**src/rtl/rotation_servo_ctrl_pkg.sv**
```systemverilog
// Shared angle, direction and FSM definitions for the steering rotation controller.
// Types and constants only; no latency, no backpressure.
package rotation_servo_ctrl_pkg;

  localparam int ANGLE_MOD = 4096;
  localparam int ANGLE_W   = $clog2(ANGLE_MOD);

  localparam logic DIR_CW  = 1'b0;
  localparam logic DIR_CCW = 1'b1;

  typedef enum logic [2:0] {
    ST_IDLE,
    ST_CALC,
    ST_RAMP_UP,
    ST_CRUISE,
    ST_RAMP_DOWN,
    ST_DONE
  } state_e;

endpackage

```
**src/rtl/rotation_servo_ctrl_shortest_path.sv**
```systemverilog
// Shortest wrap-around distance and direction between two angles (ties go CCW).
// Purely combinational, zero latency; no backpressure.
module rotation_servo_ctrl_shortest_path
  import rotation_servo_ctrl_pkg::*;
(
  input  logic [ANGLE_W-1:0] cur_i,
  input  logic [ANGLE_W-1:0] tgt_i,
  output logic [ANGLE_W-1:0] dist_o,
  output logic               dir_o
);

  logic [ANGLE_W-1:0] d_ccw;
  logic [ANGLE_W-1:0] d_cw;

  always_comb begin
    d_ccw = cur_i - tgt_i;
    d_cw  = tgt_i - cur_i;
    if (d_cw < d_ccw) begin
      dir_o  = DIR_CW;
      dist_o = d_cw;
    end else begin
      dir_o  = DIR_CCW;
      dist_o = d_ccw;
    end
  end

endmodule

```
**src/rtl/rotation_servo_ctrl.sv**
```systemverilog
// Steering rotation controller: ramped PWM duty plus direction toward a target angle.
// Latency: duty/dir one edge after CALC, arrival two edges after the encoder sample; no backpressure, abort always wins.
module rotation_servo_ctrl
  import rotation_servo_ctrl_pkg::*;
#(
  parameter int TOL       = 8,
  parameter int SLOW_ZONE = 256,
  parameter int MIN_DUTY  = 40,
  parameter int MAX_DUTY  = 255,
  parameter int RAMP_STEP = 1,
  parameter int RAMP_DIV  = 16,
  parameter int TIMEOUT   = 1 << 24
) (
  input  logic               clk,
  input  logic               reset,
  input  logic               start_i,
  input  logic [ANGLE_W-1:0] target_i,
  input  logic               abort_i,
  input  logic               angle_valid_i,
  input  logic [ANGLE_W-1:0] angle_i,
  output logic [7:0]         duty_o,
  output logic               dir_o,
  output logic               busy_o,
  output logic               done_o,
  output logic               err_o
);

  localparam int PRE_W = (RAMP_DIV > 1) ? $clog2(RAMP_DIV) : 1;
  localparam int TMO_W = $clog2(TIMEOUT + 1);

  localparam logic [ANGLE_W-1:0] TOL_C    = ANGLE_W'(TOL);
  localparam logic [ANGLE_W-1:0] SLOW_C   = ANGLE_W'(SLOW_ZONE);
  localparam logic [7:0]         MIN_C    = 8'(MIN_DUTY);
  localparam logic [7:0]         MAX_C    = 8'(MAX_DUTY);
  localparam logic [7:0]         STEP_C   = 8'(RAMP_STEP);
  localparam logic [PRE_W-1:0]   PRE_LAST = PRE_W'(RAMP_DIV - 1);
  localparam logic [TMO_W-1:0]   TMO_LAST = TMO_W'(TIMEOUT - 1);

  state_e             state_q, state_d;
  logic [ANGLE_W-1:0] angle_q, angle_d;
  logic [ANGLE_W-1:0] tgt_q, tgt_d;
  logic [7:0]         duty_q, duty_d;
  logic               dir_q, dir_d;
  logic [PRE_W-1:0]   pre_q, pre_d;
  logic [TMO_W-1:0]   tmo_q, tmo_d;
  logic               err_q, err_d;

  logic [ANGLE_W-1:0] sp_dist;
  logic               sp_dir;
  logic               near, slow, tick, tmo_hit, accept;
  logic [8:0]         up_sum;

  rotation_servo_ctrl_shortest_path u_sp (
    .cur_i  (angle_q),
    .tgt_i  (tgt_q),
    .dist_o (sp_dist),
    .dir_o  (sp_dir)
  );

  assign near    = (sp_dist <= TOL_C);
  assign slow    = (sp_dist <= SLOW_C);
  assign tick    = (pre_q == PRE_LAST);
  assign tmo_hit = (state_q != ST_IDLE) && (state_q != ST_DONE) && (tmo_q == TMO_LAST);
  assign accept  = (state_q == ST_IDLE) && start_i && !abort_i;
  assign up_sum  = {1'b0, duty_q} + {1'b0, STEP_C};

  always_ff @(posedge clk or posedge reset) begin
    if (reset) state_q <= ST_IDLE;
    else       state_q <= state_d;
  end

  // Arrival outranks the slow zone; timeout and abort outrank everything.
  always_comb begin
    state_d = state_q;
    case (state_q)
      ST_IDLE:      if (start_i) state_d = ST_CALC;
      ST_CALC:      state_d = near ? ST_DONE : ST_RAMP_UP;
      ST_RAMP_UP: begin
        if (near)                                state_d = ST_DONE;
        else if (slow)                           state_d = ST_RAMP_DOWN;
        else if (tick && (up_sum >= {1'b0, MAX_C})) state_d = ST_CRUISE;
      end
      ST_CRUISE: begin
        if (near)      state_d = ST_DONE;
        else if (slow) state_d = ST_RAMP_DOWN;
      end
      ST_RAMP_DOWN: if (near) state_d = ST_DONE;
      ST_DONE:      state_d = ST_IDLE;
      default:      state_d = ST_IDLE;
    endcase
    if (tmo_hit) state_d = ST_IDLE;
    if (abort_i) state_d = ST_IDLE;
  end

  always_comb begin
    angle_d = angle_valid_i ? angle_i : angle_q;
    tgt_d   = accept ? target_i : tgt_q;
    duty_d  = duty_q;
    dir_d   = dir_q;
    pre_d   = (state_d != state_q || tick) ? '0 : pre_q + PRE_W'(1);
    tmo_d   = (state_q == ST_IDLE) ? '0 : tmo_q + TMO_W'(1);
    err_d   = err_q;
    if (tmo_hit && !abort_i) err_d = 1'b1;
    if (accept)              err_d = 1'b0;

    if (state_d == ST_IDLE || state_d == ST_DONE) begin
      duty_d = '0;
    end else begin
      case (state_q)
        ST_CALC: begin
          duty_d = MIN_C;
          dir_d  = sp_dir;
        end
        ST_RAMP_UP: if (tick) duty_d = (up_sum >= {1'b0, MAX_C}) ? MAX_C : up_sum[7:0];
        ST_CRUISE:  duty_d = MAX_C;
        ST_RAMP_DOWN: begin
          if (tick) duty_d = ({1'b0, duty_q} < ({1'b0, MIN_C} + {1'b0, STEP_C})) ? MIN_C : duty_q - STEP_C;
          // Direction may only flip once the wheel has slowed to landing duty.
          if (duty_q == MIN_C) dir_d = sp_dir;
        end
        default: duty_d = duty_q;
      endcase
    end
  end

  always_ff @(posedge clk or posedge reset) begin
    if (reset) begin
      angle_q <= '0;
      tgt_q   <= '0;
      duty_q  <= '0;
      dir_q   <= DIR_CW;
      pre_q   <= '0;
      tmo_q   <= '0;
      err_q   <= 1'b0;
    end else begin
      angle_q <= angle_d;
      tgt_q   <= tgt_d;
      duty_q  <= duty_d;
      dir_q   <= dir_d;
      pre_q   <= pre_d;
      tmo_q   <= tmo_d;
      err_q   <= err_d;
    end
  end

  always_comb begin
    busy_o = (state_q != ST_IDLE);
    done_o = (state_q == ST_DONE);
    duty_o = duty_q;
    dir_o  = dir_q;
    err_o  = err_q;
  end

endmodule
```
**config.mk**
```make
export PLATFORM = sky130hd
export DESIGN_NAME = rotation_servo_ctrl
export DESIGN_NICKNAME = d
export VERILOG_FILES = /design/src/rtl/rotation_servo_ctrl_pkg.sv /design/src/rtl/rotation_servo_ctrl_shortest_path.sv /design/src/rtl/rotation_servo_ctrl.sv
export SDC_FILE = /design/constraint.sdc
export NUM_CORES = 1
export LEC_CHECK = 0
export BUFFER_PORTS_ARGS = -buffer_cell sky130_fd_sc_hd__clkbuf_2
export CAP_MARGIN = 10
export CORE_AREA = 2 2 124 126
export CTS_BUF_LIST = sky130_fd_sc_hd__clkbuf_4 sky130_fd_sc_hd__clkbuf_8 sky130_fd_sc_hd__clkbuf_16
export CTS_CLUSTER_SIZE = 24
export DETAILED_ROUTE_END_ITERATION = 12
export DIE_AREA = 0 0 126 128
export PLACE_DENSITY_LB_ADDON = 0.25
export SYNTH_ARGS = -nofsm -noshare
export SYNTH_HDL_FRONTEND = slang
export SYNTH_SLANG_ARGS = --single-unit
```
**constraint.sdc**
```tcl
create_clock -name clk -period 6.15 [get_ports clk]
set_clock_uncertainty 0.2 [all_clocks]
set_input_delay 0.3075 -clock clk [delete_from_list [all_inputs] [get_ports clk]]
set_output_delay 0.3075 -clock clk [all_outputs]
set_load 0.01 [all_outputs]
```
Word level (Yosys, flattened, before mapping):

Cells that the tools add are included.

* bitwise operators: 1
* muxes and demuxes: 25
* $lt $le $gt $ge: 5
* reductions and logical operators: 17
* $add $sub $neg: 6
* eq/ne operators: 14

Operator list (number)
* 8-bit 2-to-1 mux: 5
* 8-bit one-hot mux with 4 select lines: 1
* 3-bit 2-to-1 mux: 10
* 25-bit by 1-bit adder with 25-bit output, second input constant: 1
* 25-bit by 24-bit equality test with 1-bit output, second input constant: 1
* 25-bit 2-to-1 mux: 1
* 12-bit subtractor: 2
* 3-bit one-hot mux with 5 select lines: 1
* 12-bit by 4-bit <= comparator with 1-bit output, second input constant: 1
* 12-bit by 9-bit <= comparator with 1-bit output, second input constant: 1
* 12-bit < comparator: 1
* 12-bit 2-to-1 mux: 1
* 8-bit by 1-bit adder with 9-bit output, second input constant: 1
* 3-bit equality test, second input constant: 3
* 9-bit by 8-bit greater-or-equal comparator with 1-bit output, second input constant: 1
* 3-bit != test, second input constant: 3
* 8-bit by 6-bit equality test with 1-bit output, second input constant: 1
* 8-bit by 6-bit < comparator with 1-bit output, second input constant: 1
* 8-bit by 1-bit subtractor with 8-bit output, second input constant: 1
* 3-bit by 2-bit equality test with 1-bit output, second input constant: 2
* 1-bit logical AND: 6
* 3-bit logical NOT: 2
* 3-bit AND reduction: 2
* 5-bit nonzero test: 1
* 13 further kinds: 18

* register bits: 66
* logic and storage cells: 76
* input port bits: 29

Longest topological paths before layout:

* depth in word-level cells: 13
* gate-level depth with buffers: 20
* gate-level depth less buffers: 20

Cells and area by module:

A second synthesis with hierarchy kept.

* cells, all modules: 565
* area total of the unflattened synthesis: 4993.5 µm²

Modules (own cells, without submodules)
* rotation_servo_ctrl: area an instance 3589.7 µm², cells an instance 373, instances 1
* rotation_servo_ctrl_shortest_path: area an instance 1403.8 µm², cells an instance 192, instances 1

Worst setup path after synthesis:

OpenSTA, ideal clock, no wires.

* path kind: flip-flop to flip-flop
* start: register angle_q[6]
* end: register duty_q[5], in the netlist duty_o[5]
* stages on the path, launching flop included: 20
* data arrival time: 4082 ps
* path slack: 1721 ps
* cell sequence: dfrtp_1 inv_1 ha_1 buf_1 o211a_1 nor2_1 a211oi_1 nor3_1 or2_2 ha_1 a21oi_1 o21ai_0 a21oi_1 nand2_1 or3b_2 a22o_1 a31oi_2 a21oi_1 a211oi_4 a221oi_1

* word-level cells in the longest chain between the ends: 13
* elaborated cells on any way between the ends: 23

RTL lines
* from (decl): RTL line rotation_servo_ctrl.sv:40 `logic [ANGLE_W-1:0] angle_q, angle_d;`
* from (signal assigned): RTL line rotation_servo_ctrl.sv:136 `angle_q <= angle_d;`
* 12-bit subtractor (on tied branches): RTL line rotation_servo_ctrl_shortest_path.sv:17, rotation_servo_ctrl_shortest_path.sv:16
* 12-bit < comparator: RTL line rotation_servo_ctrl_shortest_path.sv:18 `if (d_cw < d_ccw) begin`
* 12-bit 2-to-1 mux (*): RTL line rotation_servo_ctrl_shortest_path.sv:18
* 12-bit by 9-bit <= comparator with 1-bit output: RTL line rotation_servo_ctrl.sv:61 `assign slow = (sp_dist <= SLOW_C);`
* 3-bit 2-to-1 mux (on tied branches): RTL line rotation_servo_ctrl.sv:85, rotation_servo_ctrl.sv:80
* 3-bit 2-to-1 mux (on tied branches): RTL line rotation_servo_ctrl.sv:84, rotation_servo_ctrl.sv:79
* 3-bit one-hot mux with 5 select lines (*): RTL line rotation_servo_ctrl.sv:75 `case (state_q)`
* 3-bit 2-to-1 mux (*): RTL line rotation_servo_ctrl.sv:91 `if (tmo_hit) state_d = ST_IDLE;`
* 3-bit 2-to-1 mux (*): RTL line rotation_servo_ctrl.sv:92 `if (abort_i) state_d = ST_IDLE;`
* 3-bit equality test or 3-bit logical NOT (tied branches): RTL line rotation_servo_ctrl.sv:106 `if (state_d == ST_IDLE || state_d == ST_DONE) begin`
* 1-bit logical OR (*): RTL line rotation_servo_ctrl.sv:106
* 3-bit != test (no source line) or 5-bit nonzero test (tied branches)
* 3-bit AND reduction (no source line)
* to (signal assigned): RTL line rotation_servo_ctrl.sv:138 `duty_q <= duty_d;`
* to (decl): RTL line rotation_servo_ctrl.sv:42 `logic [7:0] duty_q, duty_d;`

Every way passes the cells marked *; elsewhere a longest branch is shown, timed or not.
A chain may end at the register's enable or synchronous reset.

Final worst setup path:

* start: register angle_q[6]
* end: register dir_q, in the netlist dir_o

* word-level cells in the longest chain between the ends: 13
* elaborated cells on any way between the ends: 23

RTL lines
* 12-bit subtractor (on tied branches): RTL line rotation_servo_ctrl_shortest_path.sv:17, rotation_servo_ctrl_shortest_path.sv:16
* 12-bit < comparator: RTL line rotation_servo_ctrl_shortest_path.sv:18
* 12-bit 2-to-1 mux: RTL line rotation_servo_ctrl_shortest_path.sv:18
* 12-bit by 9-bit <= comparator with 1-bit output: RTL line rotation_servo_ctrl.sv:61
* 3-bit 2-to-1 mux (on tied branches): RTL line rotation_servo_ctrl.sv:85, rotation_servo_ctrl.sv:80
* 3-bit 2-to-1 mux (on tied branches): RTL line rotation_servo_ctrl.sv:84, rotation_servo_ctrl.sv:79
* 3-bit one-hot mux with 5 select lines: RTL line rotation_servo_ctrl.sv:75
* 3-bit 2-to-1 mux: RTL line rotation_servo_ctrl.sv:91
* 3-bit 2-to-1 mux: RTL line rotation_servo_ctrl.sv:92
* 3-bit equality test or 3-bit logical NOT (tied branches): RTL line rotation_servo_ctrl.sv:106
* 1-bit logical OR: RTL line rotation_servo_ctrl.sv:106
* 1-bit inverter (no source line)
* 3-bit AND reduction (no source line)
* to (signal assigned): RTL line rotation_servo_ctrl.sv:139 `dir_q <= dir_d;`
* to (decl): RTL line rotation_servo_ctrl.sv:43 `logic dir_q, dir_d;`

Several ways; a longest one is shown, not always the timed one. The select of a mux whose other input is x is not followed.

==> out/metrics.yaml <==
pwr:
  switchingPower_uw: 1250
  swShare: 0.462
  clkPwrFrac: 0.193
  p_seq_frac: 0.213
  p_int_uw: 1460
  combPwrFrac: 0.595
  power.density_nw_per_um2: 458
  p_leak_uw: 0.00258
  power.total_uw: 2710
  vdd_ir_drop_max_v: 0.000202
synthesis:
  syn_nets: 681
  yosys_warnings: 0
  yosysSeqAreaShare: 0.326
  syn_area_um2: 5060
  ys_seq_elements: 66
  synth.avg_cell_area_um2: 8.27
  synth_edf_count: 0
  synth_cell_types: 69
  async_flop_share: 1.00
  syn-instance-count: 612
  synth_top_flop_cell: "dfrtp_1"
die:
  core_um2: 14900
  die_w_um: 126
  rows: 45
  die-area_um2: 16100
  ios: 41
  die_h_um: 128
  initial_core_util: 0.341
grt:
  grt_antenna_before_repair: 0
  grt_start_max_net_pins: 67
  grt_pass1_vias: 4481
  grt_pass1_wl_um: 21200
  grt_usage: 0.157
  grt_overflow: 0
hold_path:
  hp-class: "in2reg"
  holdPathStages: 3
  min_to: "angle_q[6]"
  min_from: "angle_i[6]"
detailed_routing:
  vias: 4520
  vias_per_cell: 5.30
  drtAntennaViolNets: 0
  wl_per_cell_um: 14.3
  drtPass1Iterations: 4
  drt-initial-drc-count: 316
  drc: 0
  wl_um: 12200
timing:
  rsz0062_at_grt: "false"
  slew_headroom: 0.436
  setup_viol: 0
  hold_violations: 0
  period_needed_ns: 5.10
  slew_viol_final: 0
  setup_tns_ns: 0
  fin_crit_sh: 0.829
  max_freq_mhz: 196
  tightest_slew_ns: 0.846
worst_setup_path:
  cp-start-kind: "flop"
  crit_type: "reg2reg"
  critPathArrivalTime_ns: 5.11
  crit_path_cell_trace: "inv_1, ha_1, a21o_1, nor3_1, a211oi_1, o21a_1, or2_2, ha_1, nand4_1, nor3_1, a21oi_1, nand2_1, a211oi_1, a21oi_1, nor2_1, a2111oi_0, mux2_2"
  reg2reg_depth: 17
  worst-path-buf-inv: 1
  crit_path_max_fanout: 14
  regToRegEndpoint: "dir_o"
  critPathTopFamily: "compound AO/OA/AOI/OAI gates"
  worst_path_max_delay_cell: "ha_1"
  max_stage_delay_ns: 0.48
  reg2reg_from: "angle_q[6]"
  rrSetupSlack_ns: 1.05
  worst_setup_path_end_kind: "flop"
  critPathRequiredTime_ns: 6.17
cells_and_area:
  syn_to_final_growth_pct: 16.8
  drive_gt1_frac: 0.120
  antenna_cells: 0
  layout.nets: 729
  n_fill_cell: 1538
cts:
  cts_tree: "yes"
  cts.reportedPaths.clkPinSlew_ns: 0.06
  hold_buffers: 19
  numCtsBuffers: 9
  root_buffer: "clkbuf_16"
  cts_resized: 0
  post_cts_buffers: 0
  cts_max_path_buffers: 2
  htree_levels: 3
  clock_latency_ns: 0.33
  clock_sinks: 66
flow_run:
  maxCapViolCount: 0
run_status:
  outcome: "finished clean"
placement:
  portBuffers: 40
  dp_hpwl_um: 9000
  gp_congestion: 0.880
## worst min-delay path, stage by stage
cell	delay (ns)
clkbuf_2	0.08
nand2_1	0.04
o21ai_0	0.06
## per-stage QoR
step	utilization	cells	hold slack, ns	setup slack [ns]	area (µm²)
2_1_floorplan	-	612	0.215	1.72	5060
3_3_place_gp	0.365	818	0.255	1.22	5420
3_5_place_dp	0.365	818	0.271	1.18	5420
4_1_cts	0.398	853	0.00290	1.13	5910
5_1_grt	0.398	853	0.00627	0.587	5910
6_report	0.398	853	0.00171	1.05	5910
## cell usage after synthesis (9+ instances only)
cell type | n | area, µm²
a21o_1 | 12 | 90.1
clkbuf_1 | 20 | 75.1
nor2_1 | 58 | 218
nand2_1 | 61 | 229
nand3_1 | 26 | 130
ha_1 | 38 | 475
xnor2_1 | 23 | 201
a21oi_1 | 43 | 215
inv_1 | 40 | 150
xor2_1 | 17 | 149
nand4_1 | 9 | 56.3
nand2b_1 | 11 | 68.8
o21ai_0 | 48 | 240
dfrtp_1 | 66 | 1650
nor3_1 | 11 | 55.1
## power groups by stage
| stage | sequential [µW] | clock, µW | combinational (µW) |
|---|---|---|---|
| floorplan | 556 | 0 | 1260 |
| global placement | 579 | 0 | 1550 |
| detailed placement | 583 | 0 | 1580 |
| CTS | 575 | 537 | 1610 |
| global route | 588 | 553 | 1830 |
| finish | 575 | 521 | 1610 |
## worst max-delay path by stage
stage / from / endpoint / slack [ns] / cells past startpoint
2_1_floorplan: angle_q[6] / duty_o[5] / 1.72 / 19
3_3_place_gp: angle_q[0] / dir_o / 1.22 / 19
3_5_place_dp: angle_q[6] / dir_o / 1.18 / 17
4_1_cts: angle_q[0] / dir_o / 1.13 / 19
5_1_grt: angle_q[6] / dir_o / 0.59 / 17
6_report: angle_q[6] / dir_o / 1.05 / 17
## cell usage in the layout (no fill, tap or decap), types with 3 or more instances in the layout
| cell | count |
|---|---|
| xor2_1 | 17 |
| and4_1 | 3 |
| nor2_1 | 58 |
| ha_1 | 38 |
| a211oi_1 | 7 |
| or3_1 | 6 |
| dfrtp_1 | 66 |
| and2_1 | 7 |
| a211o_1 | 3 |
| clkbuf_16 | 9 |
| a21o_1 | 12 |
| buf_4 | 3 |
| nor4_1 | 3 |
| or2_2 | 5 |
| o31ai_1 | 5 |
| a22oi_1 | 3 |
| nor2b_1 | 4 |
| inv_1 | 39 |
| dlygate4sd3_1 | 19 |
| a21oi_1 | 43 |
| nand2b_1 | 11 |
| o21ai_0 | 48 |
| o21a_1 | 6 |
| a31oi_1 | 6 |
| nand4_1 | 9 |
| mux2_2 | 5 |
| xnor2_1 | 23 |
| nor3_1 | 10 |
| and3_1 | 7 |
| nand3_1 | 26 |
| nand2_1 | 61 |
| o21ai_1 | 3 |
| clkbuf_2 | 40 |
## sequential cells by signal (all words and copies together) (netlist names)
signal / flops
tgt_q: 12
angle_q: 12
err_o: 1
state_q: 3
tmo_q: 25
pre_q: 4
dir_o: 1
duty_o: 8
## area by class of cell
type	instances	area [µm²]	share of cell area
multi-input cells	481	3160	0.535
flip-flops and latches	66	1650	0.279
repair buffers	62	413	0.0698
well taps	188	235	0.0398
clock buffers	9	225	0.0381
inverters	40	150	0.0254
clock inverters	7	77.6	0.0131
## layer usage
layer  global-route usage  share of wire
met5                    0              0
met4               0.0646          0.014
met3               0.0209          0.034
met2                0.260           0.47
met1                0.208           0.49
## kinds of logic (layout without fill, tap and decap cells)
logic type               after synthesis  count (layout)  share of synthesized area
AND/OR/NAND/NOR                      224             224                      0.215
AO/OA/AOI/OAI                        169             169                      0.220
multiplexers                           6               6                     0.0131
flip-flops                            66              66                      0.326
adder cells (fa/ha/maj)               42              42                      0.106
XOR/XNOR                              40              40                     0.0692
buffers and inverters                 65             118                     0.0504
Power figures use the tool's default switching activity.
